$ cat src/rtl/aeolus_disp_pkg.sv
// Shared constants for the Aeolus CPU-output display: segment patterns,
// history depth and output bundle type.
package aeolus_disp_pkg;

  localparam int HIST_DEPTH = 4;
  localparam int SCAN_W     = $clog2(HIST_DEPTH);

  // Active-low patterns, bit order {g,f,e,d,c,b,a}
  localparam logic [6:0] SEG_0     = 7'h40;
  localparam logic [6:0] SEG_1     = 7'h79;
  localparam logic [6:0] SEG_2     = 7'h24;
  localparam logic [6:0] SEG_3     = 7'h30;
  localparam logic [6:0] SEG_4     = 7'h19;
  localparam logic [6:0] SEG_5     = 7'h12;
  localparam logic [6:0] SEG_6     = 7'h02;
  localparam logic [6:0] SEG_7     = 7'h78;
  localparam logic [6:0] SEG_8     = 7'h00;
  localparam logic [6:0] SEG_9     = 7'h10;
  localparam logic [6:0] SEG_A     = 7'h08;
  localparam logic [6:0] SEG_B     = 7'h03;
  localparam logic [6:0] SEG_C     = 7'h46;
  localparam logic [6:0] SEG_D     = 7'h21;
  localparam logic [6:0] SEG_E     = 7'h06;
  localparam logic [6:0] SEG_F     = 7'h0E;
  localparam logic [6:0] SEG_DASH  = 7'h3F;
  localparam logic [6:0] SEG_BLANK = 7'h7F;

  typedef struct packed {
    logic [6:0]            seg;
    logic [HIST_DEPTH-1:0] an;
    logic                  dp;
  } disp_t;

  localparam disp_t DISP_BLANK = '{seg: SEG_BLANK, an: {HIST_DEPTH{1'b1}}, dp: 1'b1};

  function automatic logic [HIST_DEPTH-1:0] anode_mask(input logic [SCAN_W-1:0] idx);
    anode_mask = ~(HIST_DEPTH'(1) << idx);
  endfunction

endpackage

$ cat src/rtl/aeolus_seg_decoder.sv
// Combinational nibble to 7-segment decoder. Defining AEOLUS_DISP_HEX_EN
// shows 10-15 as A,b,C,d,E,F; otherwise they show as a dash.
module aeolus_seg_decoder
  import aeolus_disp_pkg::*;
(
  input  logic [3:0] nibble,
  output logic [6:0] pattern
);

  // Pattern lookup
  always_comb begin
    pattern = SEG_BLANK;
    case (nibble)
      4'h0:    pattern = SEG_0;
      4'h1:    pattern = SEG_1;
      4'h2:    pattern = SEG_2;
      4'h3:    pattern = SEG_3;
      4'h4:    pattern = SEG_4;
      4'h5:    pattern = SEG_5;
      4'h6:    pattern = SEG_6;
      4'h7:    pattern = SEG_7;
      4'h8:    pattern = SEG_8;
      4'h9:    pattern = SEG_9;
`ifdef AEOLUS_DISP_HEX_EN
      4'hA:    pattern = SEG_A;
      4'hB:    pattern = SEG_B;
      4'hC:    pattern = SEG_C;
      4'hD:    pattern = SEG_D;
      4'hE:    pattern = SEG_E;
      4'hF:    pattern = SEG_F;
`else
      4'hA:    pattern = SEG_DASH;
      4'hB:    pattern = SEG_DASH;
      4'hC:    pattern = SEG_DASH;
      4'hD:    pattern = SEG_DASH;
      4'hE:    pattern = SEG_DASH;
      4'hF:    pattern = SEG_DASH;
`endif
      default: pattern = SEG_BLANK;
    endcase
  end

endmodule

$ cat src/rtl/aeolus_out_display.sv
// Four-digit scanned display of the CPU output nibble history (digit0 newest).
// Hex digits A-F are shown only when AEOLUS_DISP_HEX_EN is defined.
module aeolus_out_display
  import aeolus_disp_pkg::*;
#(
  parameter int REFRESH_COUNT = 100000
) (
  input  logic       boardCLK,
  input  logic       reset,
  input  logic [3:0] cpuOut,
  input  logic       hold,
  output logic [6:0] seg,
  output logic [3:0] an,
  output logic       dp
);

  localparam int CW = (REFRESH_COUNT > 2) ? $clog2(REFRESH_COUNT) : 1;
  localparam logic [CW-1:0] CNT_LAST = CW'(REFRESH_COUNT - 1);

  logic [3:0]            sample;
  logic [3:0]            hist [HIST_DEPTH];
  logic [HIST_DEPTH-1:0] valid;
  logic [CW-1:0]         cnt;
  logic [SCAN_W-1:0]     scan;

  logic                  capture;
  logic                  wrap;
  logic [6:0]            pattern;
  disp_t                 disp_next;

  assign capture = !hold && (!valid[0] || (sample != hist[0]));
  assign wrap    = (cnt == CNT_LAST);

  aeolus_seg_decoder u_dec (
    .nibble  (hist[scan]),
    .pattern (pattern)
  );

  // Input sample register and nibble history shift
  always_ff @(posedge boardCLK) begin
    if (reset) begin
      sample <= 4'h0;
      valid  <= {HIST_DEPTH{1'b0}};
      for (int i = 0; i < HIST_DEPTH; i++) begin
        hist[i] <= 4'h0;
      end
    end else begin
      sample <= cpuOut;
      if (capture) begin
        hist[0] <= sample;
        for (int i = 1; i < HIST_DEPTH; i++) begin
          hist[i] <= hist[i-1];
        end
        valid <= {valid[HIST_DEPTH-2:0], 1'b1};
      end else begin
        valid <= valid;
      end
    end
  end

  // Refresh counter and scan index; the index steps on the wrap cycle
  always_ff @(posedge boardCLK) begin
    if (reset) begin
      cnt  <= {CW{1'b0}};
      scan <= {SCAN_W{1'b0}};
    end else if (wrap) begin
      cnt  <= {CW{1'b0}};
      scan <= scan + SCAN_W'(1);
    end else begin
      cnt  <= cnt + CW'(1);
      scan <= scan;
    end
  end

  // Next display drive: blank unless the scanned digit holds valid data
  always_comb begin
    disp_next = DISP_BLANK;
    if (valid[scan]) begin
      disp_next.seg = pattern;
      disp_next.an  = anode_mask(scan);
      disp_next.dp  = (scan == SCAN_W'(0)) ? 1'b0 : 1'b1;
    end else begin
      disp_next = DISP_BLANK;
    end
  end

  // Registered outputs so seg, an and dp switch on the same edge
  always_ff @(posedge boardCLK) begin
    if (reset) begin
      seg <= DISP_BLANK.seg;
      an  <= DISP_BLANK.an;
      dp  <= DISP_BLANK.dp;
    end else begin
      seg <= disp_next.seg;
      an  <= disp_next.an;
      dp  <= disp_next.dp;
    end
  end

endmodule

$ cat config.mk
export PLATFORM = sky130hd
export DESIGN_NAME = aeolus_out_display
export DESIGN_NICKNAME = d
export VERILOG_FILES = /design/src/rtl/aeolus_disp_pkg.sv /design/src/rtl/aeolus_seg_decoder.sv /design/src/rtl/aeolus_out_display.sv
export SDC_FILE = /design/constraint.sdc
export NUM_CORES = 1
export LEC_CHECK = 0
export ABC_AREA = 1
export CAP_MARGIN = 20
export CORE_ASPECT_RATIO = 1.5
export CORE_MARGIN = 3
export CORE_UTILIZATION = 40
export DETAILED_ROUTE_END_ITERATION = 16
export PLACE_DENSITY = 0.7
export SYNTH_ARGS = -nofsm -noshare
export SYNTH_HDL_FRONTEND = slang
export SYNTH_SLANG_ARGS = --single-unit
$ cat constraint.sdc
create_clock -name boardCLK -period 3.3 [get_ports boardCLK]
set_clock_uncertainty 0.05 [all_clocks]
set_input_delay 0.33 -clock boardCLK [delete_from_list [all_inputs] [get_ports boardCLK]]
set_output_delay 0.33 -clock boardCLK [all_outputs]
set_load 0.01 [all_outputs]
# Word level (Yosys, flattened, before mapping)
# Memories as Yosys holds them, arrays and structs flattened. A register that Yosys moved wholly into a read port is not among the register bits.
# Cells that the tools add are included.
# op_classes
add_sub_neg	2
order_cmp	1
eq_ne	2
n_shift	1
muxes	14
n_bitwise	6
n_reduce_logical	7
# op_table
operator	n
adder 17 x 1 -> 17 bit (second input constant)	1
equality test 17 bit (second input constant)	1
two-way mux 4 bit	4
two-way mux 1 bit	7
two-way mux 2 bit	2
!= test 4 bit	1
inverter 4 bit	1
OR 1 bit	4
OR reduction 2 bit	2
left shift 1 x 2 -> 4 bit (first input constant)	1
< comparator 2 x 3 -> 1 bit (second input constant)	1
adder 2 x 1 -> 2 bit (second input constant)	1
binary-select mux 1 bit (select 2 bit)	1
zero test 1 bit	2
zero test 2 bit	1
logical AND 1 bit	1
logical OR 1 bit	1
inverter 1 bit	1
# totals
regBits	32
mem_bits_rw	16
rom_bits	112
wordCells	41
n_memories	2
# memory_table
memory	depth	width	read_ports	rd_clocked_by_memory_dff	wr	line_no	rtl
(no name shown)	16	7	1	1	0	aeolus_seg_decoder.sv:13	case (nibble)
hist	4	4	4	1	4	aeolus_out_display.sv:21	logic [3:0] hist [HIST_DEPTH];

# Depth between registers and ports, before layout
# Gate-level depths: netlist of run 1.
# depth
ltp_word	7
ltp_mapped	10
mapped_depth_nobuf	10

# Cells and area by module
# Synthesis of run 1 repeated with hierarchy kept, for this count alone.
# hier_totals
cells_unflattened	329
area_unflattened_um2	2597.5
# modules_own_cells
mod	n_inst	cells_per_inst	area_per_inst_um2
aeolus_out_display	1	294	2411.1
aeolus_seg_decoder	1	35	186.4

# Worst setup path after synthesis of run 1
# OpenSTA, ideal clock, no wires.
# synth_path
path_type	register to register
from	memory hist[0][1]
to	memory hist[0][0], enable pin
arrival_time_ps	1182
required_ps	2878
path_slack_ps	1697
path_stages_with_launch	8
n_path_buf	0
cell_sequence	edfxtp_1 inv_1 nand2_1 o21ai_0 nor2_1 nand2_2 nand2_1 nand2_1
# synth_rtl
item	line_no
from (decl)	aeolus_out_display.sv:21

==> reports/metrics.csv, run 1 <==
stage;metric;value;unit
clocking;cts.repair.resized;0;
die;dieArea;7520;µm²
clocking;cts_buffers;5;
placed_design;dp_slack;1100;ps
synth;syn_inst;322;
finish;fin_cells;415;
global_route;grt_max_degree;18;
worst_setup_path;crit_type;reg2reg;
sta;slew_violations;0;
worst_setup_path;crit_path_max_incr_delay;560;ps
clocking;clock_latency;310;ps
worst_setup_path;slowest_stage;dfxtp_1;
sta;rsz0062_at_grt;false;
clocking;post_cts_buffers;0;
global_route;antenna_found_initial;0;
global_route;grt-ovfl-total;0;
worst_setup_path;worst-path-buf-inv;2;
finish;final_cell_mix;nand2_1 (67), nor2_1 (60), inv_1 (43);
sta;hold_viol;0;
detailed_routing;viasPerCell;4.73;
clocking;clock-sinks;56;
detailed_routing;num_vias;1963;
synth;synthTopCellsByArea;dfxtp_1 (31%), edfxtp_1 (18%), nand2_1 (9.7%), nor2_1 (8.7%), inv_1 (6.2%);
placed_design;routabilityCongestion;0.815;
sta;worst_slack;1380;ps
synth;synth.top_cell.area_share;30.8;%
worst_setup_path;crit_top_cell;nand3_1;
finish;drive_gt1_share;5.28;%
power_and_ir_drop;power_density;443;nW/µm²
clocking;clkSlewWorstSetupHoldPaths;100;ps
synth;syn_area_per_cell;8.07;µm²
sta;slew-limit-headroom;46.1;%
synth;synth.distinct_cells;25;
clocking;clockBufferDepth;2;
worst_setup_path;cp_cell_sequence;inv_1, nand2_1, nand3_1, nand2_1, inv_1, ha_1, nand3b_1, nand3_1, nand3_1;
detailed_routing;drtIter0Drc;43;
synth;syn_area;2600;µm²
sta;worst_slew_pin_slew;809;ps
die;ioPinCount;19;
worst_setup_path;crit_arrival;2030;ps
clocking;holdBufCountCts;0;
placed_design;place_area;2820;µm²
die;rows;35;
finish;final_common_cell;nand2_1;
worst_setup_path;critPathCaptureType;register;
worst_setup_path;start_kind;register;
finish;design_area;2930;µm²
power_and_ir_drop;irDropWorstVdd;0.273;mV
finish;final_core_util;47.1;%
detailed_routing;drt_pre_antenna_iters;4;
synth;yosysSeqAreaShare;49.3;%
power_and_ir_drop;power;1.30;mW
worst_setup_path;cp.required;3420;ps
finish;area_delta_synth_final;12.8;%
global_route;grt_pass1_wl;8070;µm
placed_design;dp.cells;407;
detailed_routing;drcViolationCount;0;
sta;fmax;522;MHz
die;core;6220;µm²
clocking;ctsHtreeMaxLevel;2;
sta;finalSetupTns;0;ps
job;drv_cap;0;
synth;synth_largest_area_cell;dfxtp_1;
clocking;cts_root_buf;clkbuf_8;
placed_design;io_buffers;18;
detailed_routing;final_antenna_net_count;0;
die;die_h;105;µm
finish;fill_cells;615;
synth;yosys_warnings;0;
sta;min_period_over_period;58.0;%
sta;setup_viol;0;
power_and_ir_drop;p_leak;1.17;nW
finish;fin_nets;358;
synth;synth-seq-cells;56;
status;outcome;finished, final reports clean;
min_path;hp-class;reg2reg;
worst_setup_path;critPathTopFamily;simple AND/OR/NAND/NOR gates;
worst_setup_path;crit_fanout;11;
sta;hold-worst-slack;415;ps
detailed_routing;routedWlPerCell;10.9;µm
sta;period_needed;1920;ps
clocking;cts_tree;yes;
global_route;grt_pass1_vias;1926;
synth;synth_nets;340;
die;die_x;71.8;µm
placed_design;dp_hpwl;3420;µm
finish;num_antenna_cells;0;
detailed_routing;routed_wl;4540;µm
global_route;grt.total_usage;13.3;%
die;initial_utilization;41.8;%
## worst reg2reg max path: stages, from the launching register on
cell and delay, ps:
dfxtp_1 560, inv_1 200, nand2_1 100, nand3_1 60, nand2_1 180, inv_1 130
ha_1 200, nand3b_1 140, nand3_1 90, nand3_1 60
## report_power, final
| group | switching, mW | internal [mW] | leakage (nW) |
|---|---|---|---|
| Combinational | 0.0600 | 0.0420 | 0.620 |
| Sequential | 0.0141 | 0.736 | 0.503 |
| Clock | 0.222 | 0.224 | 0.0503 |
## flip-flops by register name (all words and copies together) (netlist names), named ones only
| register | cells |
|---|---|
| scan | 2 |
| valid | 4 |
| an | 4 |
| cnt | 17 |
| seg | 7 |
| hist | 16 |
| sample | 4 |
## worst paths after layout
| path | cells past startpoint | to | slack, ps | startpoint |
|---|---|---|---|---|
| setup / recovery | 9 | seg[5] | 1380 | register |
| hold / removal | 2 | valid[3] | 420 | valid[3] |
| setup reg to reg | 9 | seg[5] | 1380 | register |
| hold reg to reg | 2 | valid[3] | 420 | valid[3] |
## cell usage after synthesis (all sizes together)
| cell type | count |
|---|---|
| nand2 | 69 |
| dfxtp | 40 |
| nand4 | 5 |
| ha | 11 |
| nand3b | 3 |
| or2 | 2 |
| nor3 | 2 |
| inv | 44 |
| o21ai | 6 |
| edfxtp | 16 |
| nand3 | 36 |
| xnor2 | 3 |
| a21oi | 6 |
| buf | 7 |
| o211ai | 4 |
| nor2 | 61 |
| xor2 | 7 |
## cell type report
type / count / area [µm²] / share of cell area [%]
Inverter: 44 / 165 / 5.64
Sequential cell: 56 / 1280 / 43.7
Tap cell: 74 / 92.6 / 3.16
Clock buffer: 5 / 68.8 / 2.35
Timing Repair Buffer: 18 / 180 / 6.15
Multi-Input combinational cell: 215 / 1100 / 37.5
Clock inverter: 3 / 42.5 / 1.45
## cell families after synthesis
group	after synthesis	share of synthesized area [%]
simple gates	178	29.7
buf+inv	51	8.38
flops	56	49.3
compound gates	16	3.90
fa+ha+maj	11	5.30
xor+xnor	10	3.37
## per-layer routing
metal	track usage [%]	wire (µm)	vias up
met2	25.1	2480	23
li1	-	-	1045
met1	14.4	1860	890
met4	4.84	77	0
met5	0	0	-
met3	2.31	127	5
Power figures use the tool's default switching activity.
==> run 2, diff against run 1 <==
Clock period 3.3 ns to 2 ns, I/O delays scaled along.
==> reports/metrics.csv, run 2 (synthesis results as in run 1) <==
stage;metric;value;unit;change
global_route;antenna_found_initial;0;;unchanged
finish;final_common_cell;nand2_1;;
die;core;6220;µm²;unchanged
finish;design_area;2960;µm²;+1.0%
clocking;clkSlewWorstSetupHoldPaths;100;ps;about the same
placed_design;io_buffers;18;;unchanged
finish;largest_reg_flops;17;;unchanged
clocking;cts_tree;yes;;
sta;slew-limit-headroom;71.8;%;+26 points
sta;slew_violations;0;;unchanged
worst_setup_path;r2r_setup_slack;240;ps;-1150 ps
finish;fin_cells;419;;+0.96%
clocking;ctsHtreeMaxLevel;2;;unchanged
worst_setup_path;start_kind;register;;
worst_setup_path;crit_type;reg2reg;;
global_route;grt_pass1_vias;1948;;+1.1%
clocking;cts_buffers;5;;unchanged
detailed_routing;num_vias;1998;;+1.8%
global_route;grt_pass1_wl;7990;µm;-1.0%
worst_setup_path;cp_cell_sequence;inv_1, nand2_1, nand3_1, nand2_1, inv_1, ha_1, nand3b_1, nand3_1, nand3_1;;
global_route;grt.total_usage;13.1;%;-0.27 points
worst_setup_path;crit_fanout;11;;unchanged
sta;finalSetupTns;0;ps;unchanged
detailed_routing;drtIter0Drc;92;;+110%
die;ioPinCount;19;;unchanged
global_route;grt-ovfl-total;0;;unchanged
worst_setup_path;crit_top_cell;nand3_1;;
worst_setup_path;crit_arrival;1900;ps;-130 ps
worst_setup_path;critPathTopFamily;simple AND/OR/NAND/NOR gates;;
worst_setup_path;worst-path-buf-inv;2;;unchanged
sta;worst_slew_pin_slew;421;ps;-388 ps
sta;rsz0062_at_grt;false;;
finish;fin_nets;362;;+1.1%
detailed_routing;routed_wl;4660;µm;+2.7%
global_route;grt_max_degree;18;;unchanged
worst_setup_path;critPathCaptureType;register;;
placed_design;dp_hpwl;3530;µm;+3.2%
placed_design;place_area;2850;µm²;+1.1%
worst_setup_path;crit_path_max_incr_delay;510;ps;-50 ps
status;outcome;finished, final reports clean;;
placed_design;dp.cells;411;;+0.98%
die;initial_utilization;41.8;%;unchanged
clocking;clock_latency;300;ps;about the same
min_path;hp-class;in2reg;;
detailed_routing;viasPerCell;4.77;;+0.81%
sta;hold_viol;0;;unchanged
finish;fill_cells;626;;+1.8%
die;die_h;105;µm;unchanged
finish;area_delta_synth_final;13.9;%;
finish;drive_gt1_share;6.38;%;+1.1 points
finish;final_cell_mix;nand2_1 (67), nor2_1 (60), inv_1 (43);;
detailed_routing;drt_pre_antenna_iters;4;;unchanged
clocking;cts_root_buf;clkbuf_8;;
finish;top_register;cnt;;
job;drv_cap;0;;unchanged
sta;fmax;567;MHz;+8.7%
sta;min_period_over_period;88.1;%;+30 points
power_and_ir_drop;p_leak;1.20;nW;+2.0%
clocking;post_cts_buffers;0;;unchanged
placed_design;routabilityCongestion;0.817;;+0.25%
clocking;clockBufferDepth;2;;unchanged
finish;largest_registers;cnt (17), hist (16), seg (7);;
clocking;holdBufCountCts;0;;unchanged
sta;setup_viol;0;;unchanged
detailed_routing;final_antenna_net_count;0;;unchanged
power_and_ir_drop;power_density;722;nW/µm²;+63%
die;dieArea;7520;µm²;unchanged
clocking;clock-sinks;56;;unchanged
worst_setup_path;cp.required;2140;ps;-1280 ps
die;rows;35;;unchanged
finish;num_antenna_cells;0;;unchanged
sta;period_needed;1760;ps;-153 ps
finish;final_core_util;47.6;%;+0.48 points
worst_setup_path;slowest_stage;dfxtp_1;;
clocking;cts.repair.resized;0;;unchanged
power_and_ir_drop;irDropWorstVdd;0.513;mV;+88%
detailed_routing;routedWlPerCell;11.1;µm;+1.7%
die;die_x;71.8;µm;unchanged
detailed_routing;drcViolationCount;0;;unchanged
run 2: final timing paths:
check | from | end | depth (start not counted)
max | register | seg[5] | 9
min | cpuOut[2] | sample[2] | 3
max reg2reg | register | seg[5] | 9
min reg2reg | cnt[0] | cnt[0] | 1
run 2: cell type report:
cell class / count / area (µm²) / area share [%]
clock buffers: 5 / 68.8 / 2.33
clock inverters: 3 / 42.5 / 1.44
inverters: 44 / 165 / 5.58
multi-input cells: 215 / 1100 / 37.1
flip-flops and latches: 56 / 1280 / 43.3
well taps: 74 / 92.6 / 3.13
repair buffers: 22 / 210 / 7.10
run 2: metal layers:
metal | routed length, µm | track usage (%)
met5 | 0 | 0
met4 | 35 | 4.30
met3 | 165 | 2.41
met2 | 2550 | 25.3
met1 | 1910 | 13.5
run 2: power by group:
group	switching [mW]	internal [mW]	total (mW)
registers	0.0247	1.21	1.24
clock network	0.352	0.371	0.723
logic	0.100	0.0751	0.175
total	0.477	1.66	2.14
run 2: stage by stage:
step,setup slack [ps],hold slack [ps],power [mW]
floorplan,397,246,1.38
global placement,329,392,1.44
detailed placement,267,399,1.44
CTS,239,358,2.17
global route,54.2,360,2.23
finish,238,365,2.14
run 2: worst min-delay path, cell delays in order:
cell and delay, ps:
clkdlybuf4s50_1 390, inv_1 50, nor2_1 30
==> run 3, diff against run 2 <==
Settings changed: TNS_END_PERCENT from default to 5.
==> results of run 3 <==
Same layout as run 2: the final DEF is identical, and so are final timing and power.
